==> config.mk <==
export PLATFORM = sky130hd
export DESIGN_NAME = apo_node_injector
export DESIGN_NICKNAME = d
export VERILOG_FILES = /design/src/rtl/apo_node_injector.sv
export SDC_FILE = /design/constraint.sdc
export NUM_CORES = 1
export LEC_CHECK = 0
export ABC_AREA = 1
export CORE_MARGIN = 2
export CORE_UTILIZATION = 42
export DETAILED_ROUTE_END_ITERATION = 12
export HOLD_SLACK_MARGIN = 0.05
export MAX_ROUTING_LAYER = met4
export PLACE_DENSITY = 0.83
export SLEW_MARGIN = 20
export SYNTH_ARGS = -nofsm -noshare
export SYNTH_HDL_FRONTEND = slang
export SYNTH_SLANG_ARGS = --single-unit
==> constraint.sdc <==
create_clock -name clk -period 1.8 [get_ports clk]
set_input_delay 0.18 -clock clk [delete_from_list [all_inputs] [get_ports clk]]
set_output_delay 0.18 -clock clk [all_outputs]
set_load 0.01 [all_outputs]
==> src/rtl/apo_node_injector.sv <==
// Node-side injector for one router of the C(121; 7, 8) apo network: queues local
// destinations and feeds them to the router's in_free port only while all neighbour links are idle.
module apo_node_injector #(
  parameter int NODE_COUNT = 121,
  parameter int ADDR_W     = 7,
  parameter int PKT_W      = 15,
  parameter int FIFO_DEPTH = 4,
  parameter int STARVE_LIM = 16
) (
  input  logic              clk,
  input  logic              rst_n,
  input  logic              req_valid,
  input  logic [ADDR_W-1:0] req_dest,
  output logic              req_ready,
  output logic              req_err,
  input  logic [PKT_W-1:0]  link_r1R,
  input  logic [PKT_W-1:0]  link_r2R,
  input  logic [PKT_W-1:0]  link_r1L,
  input  logic [PKT_W-1:0]  link_r2L,
  output logic [PKT_W-1:0]  out_free,
  input  logic              dlv_in,
  output logic [15:0]       tx_count,
  output logic [15:0]       rx_count,
  output logic [2:0]        fifo_level,
  output logic              starve
);

  localparam int PTR_W = $clog2(FIFO_DEPTH);
  localparam int CNT_W = $clog2(FIFO_DEPTH + 1);
  localparam logic [ADDR_W:0]    DEST_LIM  = (ADDR_W + 1)'(NODE_COUNT);
  localparam logic [CNT_W-1:0]   FULL_LVL  = CNT_W'(FIFO_DEPTH);
  localparam logic [7:0]         STARVE_TH = 8'(STARVE_LIM);

  logic [ADDR_W-1:0] mem_q [FIFO_DEPTH];
  logic [PTR_W-1:0]  wr_ptr_q, rd_ptr_q;
  logic [CNT_W-1:0]  level_q, level_d;
  logic [15:0]       tx_q, rx_q;
  logic [7:0]        wait_q, wait_d;
  logic              err_q;

  logic full, empty, accept, legal, push, busy, inject;
  logic [ADDR_W-1:0] head;
  logic              unused_link_bits;

  assign full   = (level_q == FULL_LVL);
  assign empty  = (level_q == '0);
  assign accept = req_valid && !full;
  assign legal  = ({1'b0, req_dest} < DEST_LIM);
  assign push   = accept && legal;
  assign busy   = link_r1R[PKT_W-1] | link_r2R[PKT_W-1] | link_r1L[PKT_W-1] | link_r2L[PKT_W-1];
  assign inject = !empty && !busy;
  assign head   = mem_q[rd_ptr_q];

  // Only the valid flags of the snooped links matter for the idle test.
  assign unused_link_bits = ^{link_r1R[PKT_W-2:0], link_r2R[PKT_W-2:0],
                              link_r1L[PKT_W-2:0], link_r2L[PKT_W-2:0]};

  // Router samples in_free and its links on the same edge, so this must stay combinational.
  assign out_free = inject ? {1'b1, {(PKT_W-1-ADDR_W){1'b0}}, head} : '0;

  always_comb begin
    level_d = level_q;
    case ({push, inject})
      2'b10:   level_d = level_q + 1'b1;
      2'b01:   level_d = level_q - 1'b1;
      default: level_d = level_q;
    endcase
  end

  always_comb begin
    wait_d = wait_q;
    if (empty || inject)
      wait_d = '0;
    else if (wait_q != 8'hFF)
      wait_d = wait_q + 8'd1;
  end

  always_ff @(posedge clk) begin
    if (push)
      mem_q[wr_ptr_q] <= req_dest;
  end

  always_ff @(posedge clk or negedge rst_n) begin
    if (!rst_n) begin
      wr_ptr_q <= '0;
      rd_ptr_q <= '0;
      level_q  <= '0;
      tx_q     <= '0;
      rx_q     <= '0;
      wait_q   <= '0;
      err_q    <= 1'b0;
    end else begin
      if (push)
        wr_ptr_q <= wr_ptr_q + 1'b1;
      if (inject) begin
        rd_ptr_q <= rd_ptr_q + 1'b1;
        tx_q     <= tx_q + 16'd1;
      end
      if (dlv_in)
        rx_q <= rx_q + 16'd1;
      level_q <= level_d;
      wait_q  <= wait_d;
      err_q   <= accept && !legal;
    end
  end

  assign req_ready  = !full;
  assign req_err    = err_q;
  assign tx_count   = tx_q;
  assign rx_count   = rx_q;
  assign fifo_level = 3'(level_q);
  assign starve     = (wait_q >= STARVE_TH);

endmodule

==> impl_metrics.env, run 1 <==
export IMPL_grt_usage_pct=18.31
export IMPL_cp_startpoint="fifo_level[1]$_DFFE_PN0P_"
export IMPL_grt_start_max_net_pins=27
export IMPL_worstMarginPinSlew_ns=0.5564
export IMPL_finalPower_mw=5.958
export IMPL_outcome="finished, violations left"
export IMPL_cts_root_buf="clkbuf_8"
export IMPL_max_stage_delay_ns=0.41
export IMPL_cts_tree="yes"
export IMPL_hpwl_um=6145
export IMPL_clock_path_buffers=2
export IMPL_synth_seq_cells=76
export IMPL_fillers=715
export IMPL_fp_dieW_um=99.48
export IMPL_core_area_um2=8763
export IMPL_numCtsBuffers=9
export IMPL_grt_ovfl_total=0
export IMPL_grt_pass1_wl_um=13920
export IMPL_fin_ws_ns=-0.01976
export IMPL_yosysSeqAreaShare_pct=53.33
export IMPL_crit_required_ns=2.04
export IMPL_p_per_area_nw_per_um2=1192
export IMPL_wl_per_cell_um=13.34
export IMPL_clockPowerShare_pct=21.7
export IMPL_finalSetupTns_ns=-0.01976
export IMPL_finalHoldViolCount=0
export IMPL_cts_sinks=76
export IMPL_drt_first_pass_iters=5
export IMPL_syn_area_per_cell_um2=9.073
export IMPL_design_area_um2=4997
export IMPL_min_path_type="input pin to asynchronous set/reset pin"
export IMPL_ant_nets=0
export IMPL_setup_violations=1
export IMPL_antenna_found_initial=0
export IMPL_via_count=3105
export IMPL_die_area_um2=9895
export IMPL_portBuffers=60
export IMPL_cp_slowest_cell="dfrtp_2"
export IMPL_h_tree_depth=3
export IMPL_final_nets=602
export IMPL_switching_share_pct=35.37
export IMPL_antennaDiodeCount=0
export IMPL_worstPathArrival_ns=2.06
export IMPL_critPathCaptureType="register"
export IMPL_crit_fanout=2
export IMPL_synthCells=422
export IMPL_ir_drop_v=0.0007123
export IMPL_combPwrFrac_pct=35.9
export IMPL_area_delta_synth_final_pct=30.52
export IMPL_io_pins=124
export IMPL_timing_rr_end="fifo_level[2]$_DFFE_PN0P_"
export IMPL_drc=0
export IMPL_post_route_period_util_pct=101.1
export IMPL_grt_pass1_vias=3171
export IMPL_worstReg2RegStart="fifo_level[1]$_DFFE_PN0P_"
export IMPL_maxCapViolations=0
export IMPL_fmax_mhz=549.5
export IMPL_synth_cell_type_count=31
export IMPL_initial_core_util_pct=43.69
export IMPL_switching_power_mw=2.107
export IMPL_r2r_slack_ns=-0.02
export IMPL_slew_headroom_pct=62.90
export IMPL_post_route_cells_drive_above_1_share_pct=19.58
export IMPL_crit_chain="buf_6 > inv_4 > nand2_4 > nor2_4 > nor2_4 > ha_4 > inv_2 > fa_2 > a21oi_2 > o21ai_1 > xor2_1"
export IMPL_dieHeight_um=99.48
export IMPL_fin_worst_skew_ns=0.008761
export IMPL_num_rows=34
export IMPL_clkLatencyLatePin_ns=0.35
export IMPL_violations="setup timing"
export IMPL_crit_top_cell="nor2_4"
export IMPL_internal_power_mw=3.851
export IMPL_gp_congestion=0.8962
export IMPL_synth_flop_cell="dfrtp_1"
export IMPL_dpl_cell_area_um2=4737
export IMPL_via_per_inst=4.897
export IMPL_synth_area_um2=3829
export IMPL_min_period_ns=1.820
export IMPL_rsz0062_at_grt="true"
export IMPL_first_iter_violations=114
export IMPL_pwr_share_seq_pct=42.3
export IMPL_leakage_nw=2.214
export IMPL_path_class="register to register"
export IMPL_synth_async_reset_ratio_pct=63.16
export IMPL_wl_um=8456
export IMPL_clkTransAtPathRegs_ns=0.08
export IMPL_cp_endpoint="fifo_level[2]$_DFFE_PN0P_"
export IMPL_synth_edff_count=28
export IMPL_start_kind="register"
export IMPL_reg2reg_depth=11
export IMPL_drv_slew=0
export IMPL_yosys_warnings=0
==> worst min-delay path by stage <==
stage	to	slack, ns	cells past startpoint
finish	tx_count[15]$_DFFE_PN0P_	0.36	2
global route	tx_count[3]$_DFFE_PN0P_	0.40	2
CTS	tx_count[15]$_DFFE_PN0P_	0.38	2
detailed placement	tx_count[0]$_DFFE_PN0P_	0.20	1
global placement	tx_count[0]$_DFFE_PN0P_	0.19	1
floorplan	fifo_level[0]$_DFFE_PN0P_	-0.12	0
==> per-layer routing <==
layer / part of all wire (%) / track usage, %
met1: 42 / 20.16
met2: 53 / 32.64
met3: 3.7 / 2.741
met4: 1.5 / 8.325
met5: 0 / -
==> power by group through the flow <==
stage / clock, mW / combinational (mW) / sequential, mW
after floorplan: 0 / 1.08 / 2.52
after global placement: 0 / 1.88 / 2.53
after detailed placement: 0 / 1.97 / 2.55
after CTS: 1.31 / 2.03 / 2.53
after global routing: 1.38 / 2.36 / 2.57
final: 1.29 / 2.14 / 2.52
==> layout by cell type, fill, tap and decap left out, types with 2 or more instances in the layout <==
cell / Yosys / final
dfrtp_2: 0 / 4
nand3b_1: 2 / 2
o21ai_0: 9 / 7
buf_6: 1 / 3
inv_2: 10 / 10
nand2_4: 1 / 2
clkbuf_2: 0 / 3
buf_4: 9 / 31
nand4_1: 7 / 7
nor2_2: 8 / 7
nand3_1: 26 / 26
clkdlybuf4s50_1: 0 / 50
xnor2_1: 8 / 8
xor2_1: 16 / 16
nand2_2: 6 / 6
edfxtp_1: 28 / 28
o21ai_1: 14 / 15
nor3_1: 5 / 5
clkinv_2: 0 / 2
clkbuf_8: 0 / 9
conb_1: 1 / 7
nand2_1: 88 / 87
a21oi_1: 11 / 10
nor2_1: 60 / 59
buf_2: 3 / 4
nor2_4: 6 / 8
clkinvlp_4: 0 / 2
dfrtp_1: 48 / 44
ha_1: 9 / 8
inv_1: 39 / 38
==> layout make-up <==
cell class                      instances  area (µm²)  share of cell area (%)
Clock buffer                           10       127.6                   2.554
Clock inverter                          6       63.81                   1.277
Inverter                               49       186.4                   3.731
Multi-Input combinational cell        289        1574                   31.50
Sequential cell                        76        2047                   40.96
Tap cell                              108       135.1                   2.704
Timing Repair Buffer                   96       863.3                   17.28
==> kinds of logic (layout without fill, tap and decap cells) <==
| group | count (synthesis) | in the layout | synth area share [%] |
|---|---|---|---|
| muxes | 1 | 1 | 0.2941 |
| adders and majority gates | 10 | 10 | 3.464 |
| and+or+nand+nor | 212 | 212 | 25.33 |
| AOI/OAI and AO/OA | 35 | 35 | 4.641 |
| buffers and inverters | 63 | 161 | 7.353 |
| xor gates and xnor gates | 24 | 24 | 5.490 |
| other | 1 | 7 | 0.09795 |
| DFF | 76 | 76 | 53.33 |
==> state kept, by name (all words and copies together), names as in the netlist <==
| register | count |
|---|---|
| mem_q | 28 |
| rd_ptr_q | 2 |
| wait_q | 8 |
| rx_count | 16 |
| fifo_level | 3 |
| tx_count | 16 |
| wr_ptr_q | 2 |
| req_err | 1 |
==> synth_stat cells (2+ instances only) <==
cell	instances	area share, %
o21ai_0	9	1.2
nand4_1	7	1.1
a21oi_1	11	1.4
nor2_2	8	1.3
buf_2	3	0.39
xor2_1	16	3.7
ha_1	9	2.9
nand3b_1	2	0.39
nor2_1	60	5.9
buf_4	9	1.8
nand3_1	26	3.4
nand2_1	88	8.6
edfxtp_1	28	22
nor3_1	5	0.65
xnor2_1	8	1.8
dfrtp_1	48	31
o21ai_1	14	1.8
nor2_4	6	1.8
inv_2	10	0.98
inv_1	39	3.8
nand2_2	6	0.98
==> worst max-delay path: cells and delay by family (launching register included) <==
family / cells / cell delay, ns
adders and majority gates: 2 / 0.48
AOI/OAI and AO/OA: 2 / 0.22
xor gates and xnor gates: 1 / 0.16
DFF: 1 / 0.41
and+or+nand+nor: 3 / 0.24
buffers and inverters: 3 / 0.20
==> per-stage QoR <==
step           instances  hold slack (ns)  util (%)  setup slack [ns]
2_1_floorplan        428          -0.1156         -          -0.02651
3_3_place_gp         611           0.1886     54.05           -0.2724
3_5_place_dp         611           0.2036     54.05           -0.4023
4_1_cts              629           0.3769     56.61          0.007518
5_1_grt              634           0.4002     57.02          -0.09681
6_report             634           0.3571     57.02          -0.01976
==> what timing repair did <==
item                                    4_1_cts  5_1_grt
gates resized for setup                      23       16
endpoints found under the hold margin        22        0
endpoints found under the setup margin       11       10
buffers inserted                              1        5
pin swaps                                     3        8
hold buffers                                  1        0
No activity file was read; power rests on OpenSTA's default activity.
==> run 2: changes to the inputs <==
CORE_UTILIZATION = 43   (was 42)
CTS_BUF_LIST = sky130_fd_sc_hd__clkbuf_4   (was unset)
PLACE_DENSITY = 0.84   (was 0.83)
==> run 2 against run 1 <==
The run still ends with setup timing left. Setup slack worse by 0.028 ns. Global-route usage is 0.12 points higher. Via count up 0.48%. Combinational power rose by 8%. Design area grew 1.4%. Sequential power about the same.
==> impl_metrics.env, run 2 (synthesis gave the netlist of run 1 again) <==
export IMPL_outcome="finished, violations left"
export IMPL_violations="setup timing"
export IMPL_area_delta_synth_final_pct=32.32
export IMPL_design_area_um2=5066
export IMPL_fin_ws_ns=-0.04800
export IMPL_min_period_ns=1.848
export IMPL_cts_sinks=76
export IMPL_finalPower_mw=6.044
export IMPL_fmax_mhz=541.1
export IMPL_maxCapViolations=0
export IMPL_clock_path_buffers=2
export IMPL_drt_first_pass_iters=4
export IMPL_cts_tree="yes"
export IMPL_core_area_um2=8678
export IMPL_drc=0
export IMPL_antennaDiodeCount=0
export IMPL_top_register="mem_q"
export IMPL_fp_dieW_um=98.36
export IMPL_leakage_nw=2.252
export IMPL_preCtsSetupSlack_ns=-0.3649
export IMPL_post_route_cells_drive_above_1_share_pct=23.22
export IMPL_h_tree_depth=3
export IMPL_clkTransAtPathRegs_ns=0.14
export IMPL_finalSetupTns_ns=-0.1570
export IMPL_setup_violations=4
export IMPL_wl_um=8316
export IMPL_wl_per_cell_um=12.95
export IMPL_grt_pass1_vias=3093
export IMPL_grt_usage_pct=18.42
export IMPL_rsz0062_at_grt="true"
export IMPL_grt_ovfl_total=0
export IMPL_via_per_inst=4.860
export IMPL_critPathCaptureType="output pin"
export IMPL_antenna_found_initial=0
export IMPL_portBuffers=60
export IMPL_dp_cells=610
export IMPL_first_iter_violations=160
export IMPL_final_nets=610
export IMPL_num_rows=34
export IMPL_grt_start_max_net_pins=49
export IMPL_largest_reg_flops=28
export IMPL_dieHeight_um=98.36
export IMPL_fin_worst_skew_ns=0.01823
export IMPL_drv_slew=0
export IMPL_die_area_um2=9675
export IMPL_io_pins=124
export IMPL_initial_core_util_pct=44.12
export IMPL_final_common_cell="nand2_1"
export IMPL_gp_congestion=0.8456
export IMPL_hpwl_um=6047
export IMPL_crit_fanout=7
export IMPL_grt_pass1_wl_um=14010
export IMPL_ant_nets=0
export IMPL_path_class="register to output pin"
export IMPL_most_common_layout_cells="88 x nand2_1, 56 x nor2_1, 49 x clkdlybuf4s50_1, 44 x dfrtp_1"
export IMPL_crit_required_ns=1.62
export IMPL_finalHoldViolCount=0
export IMPL_min_path_type="input pin to asynchronous set/reset pin"
export IMPL_post_route_period_util_pct=102.7
export IMPL_ir_drop_v=0.0006977
export IMPL_start_kind="register"
export IMPL_worstPathArrival_ns=1.67
export IMPL_fin_cells=642
export IMPL_via_count=3120
export IMPL_p_per_area_nw_per_um2=1193
export IMPL_cts_root_buf="clkbuf_4"
export IMPL_numCtsBuffers=9
export IMPL_dpl_cell_area_um2=4730
export IMPL_clkLatencyLatePin_ns=0.43
## run 2: changes by cell type in the layout (fill, tap and decap cells not counted), moves of 4 or more
cell      delta
clkbuf_4     +9
clkbuf_8     -9
buf_4        +6
buf_2        +5
a21oi_1      -4
a21oi_2      +4
nor2_2       +4
o21ai_0      -4
## run 2: timing repair
| action | 4_1_cts | 5_1_grt |
|---|---|---|
| pin swaps | 5 | 4 |
| setup buffers | 14 | 1 |
| hold buffers | 1 | 0 |
| resized for setup | 47 | 14 |
| hold endpoints to repair | 48 | 0 |
| endpoints found under the setup margin | 10 | 11 |
## run 2: worst paths after layout
check	from	end	slack, ns	cells after the start
worst max-delay path	fifo_level[1]$_DFFE_PN0P_	out_free[3]	-0.05	7
worst min-delay path	rst_n	tx_count[0]$_DFFE_PN0P_	0.25	3
worst max register to register	fifo_level[1]$_DFFE_PN0P_	fifo_level[2]$_DFFE_PN0P_	-0.04	10
worst min register to register	wait_q[4]$_DFFE_PN0P_	wait_q[4]$_DFFE_PN0P_	0.48	1
max in group asynchronous	rst_n	fifo_level[2]$_DFFE_PN0P_	1.29	3
min in group clk	req_dest[1]	mem_q[1][1]$_DFFE_PP_	0.43	1
## run 2: final cells by class
class,count,area [µm²]
well taps,108,135.1
inverters,49,187.7
flip-flops and latches,76,2047
repair buffers,104,933.4
clock inverters,7,100.1
multi-input cells,289,1595
fillers,746,3612
clock buffers,9,67.56
## run 2: layer usage
metal  wire length [µm]  share of wire, %  GRT usage, %  up-vias
li1                   -                 -             -     1541
met1               3444                41         20.96     1485
met2               4401                53         33.02       79
met4                157               1.9         6.533        0
met5                  0                 0             -        -
met3                314               3.8         2.649       15
## run 2: power by group
part	leakage, nW	internal, mW	switching (mW)
combinational	1.31	1.15	1.17
sequential	0.859	2.18	0.342
clock	0.0840	0.572	0.636
total	2.25	3.90	2.15
## run 2: metrics by stage
step	utilization [%]	hold WS (ns)
after floorplan	-	-0.1156
after detailed placement	54.50	0.1977
after CTS	57.92	0.2606
after global routing	58.38	0.2618
after global placement	54.50	0.1877
final	58.38	0.2498
## run 2: worst max-delay path: stages, from the launching register on
cell and delay, ns:
dfrtp_1 0.43, buf_6 0.13, nor2_4 0.13, nand2_2 0.10
nand3_4 0.15, buf_6 0.13, a21oi_2 0.03, buf_2 0.14
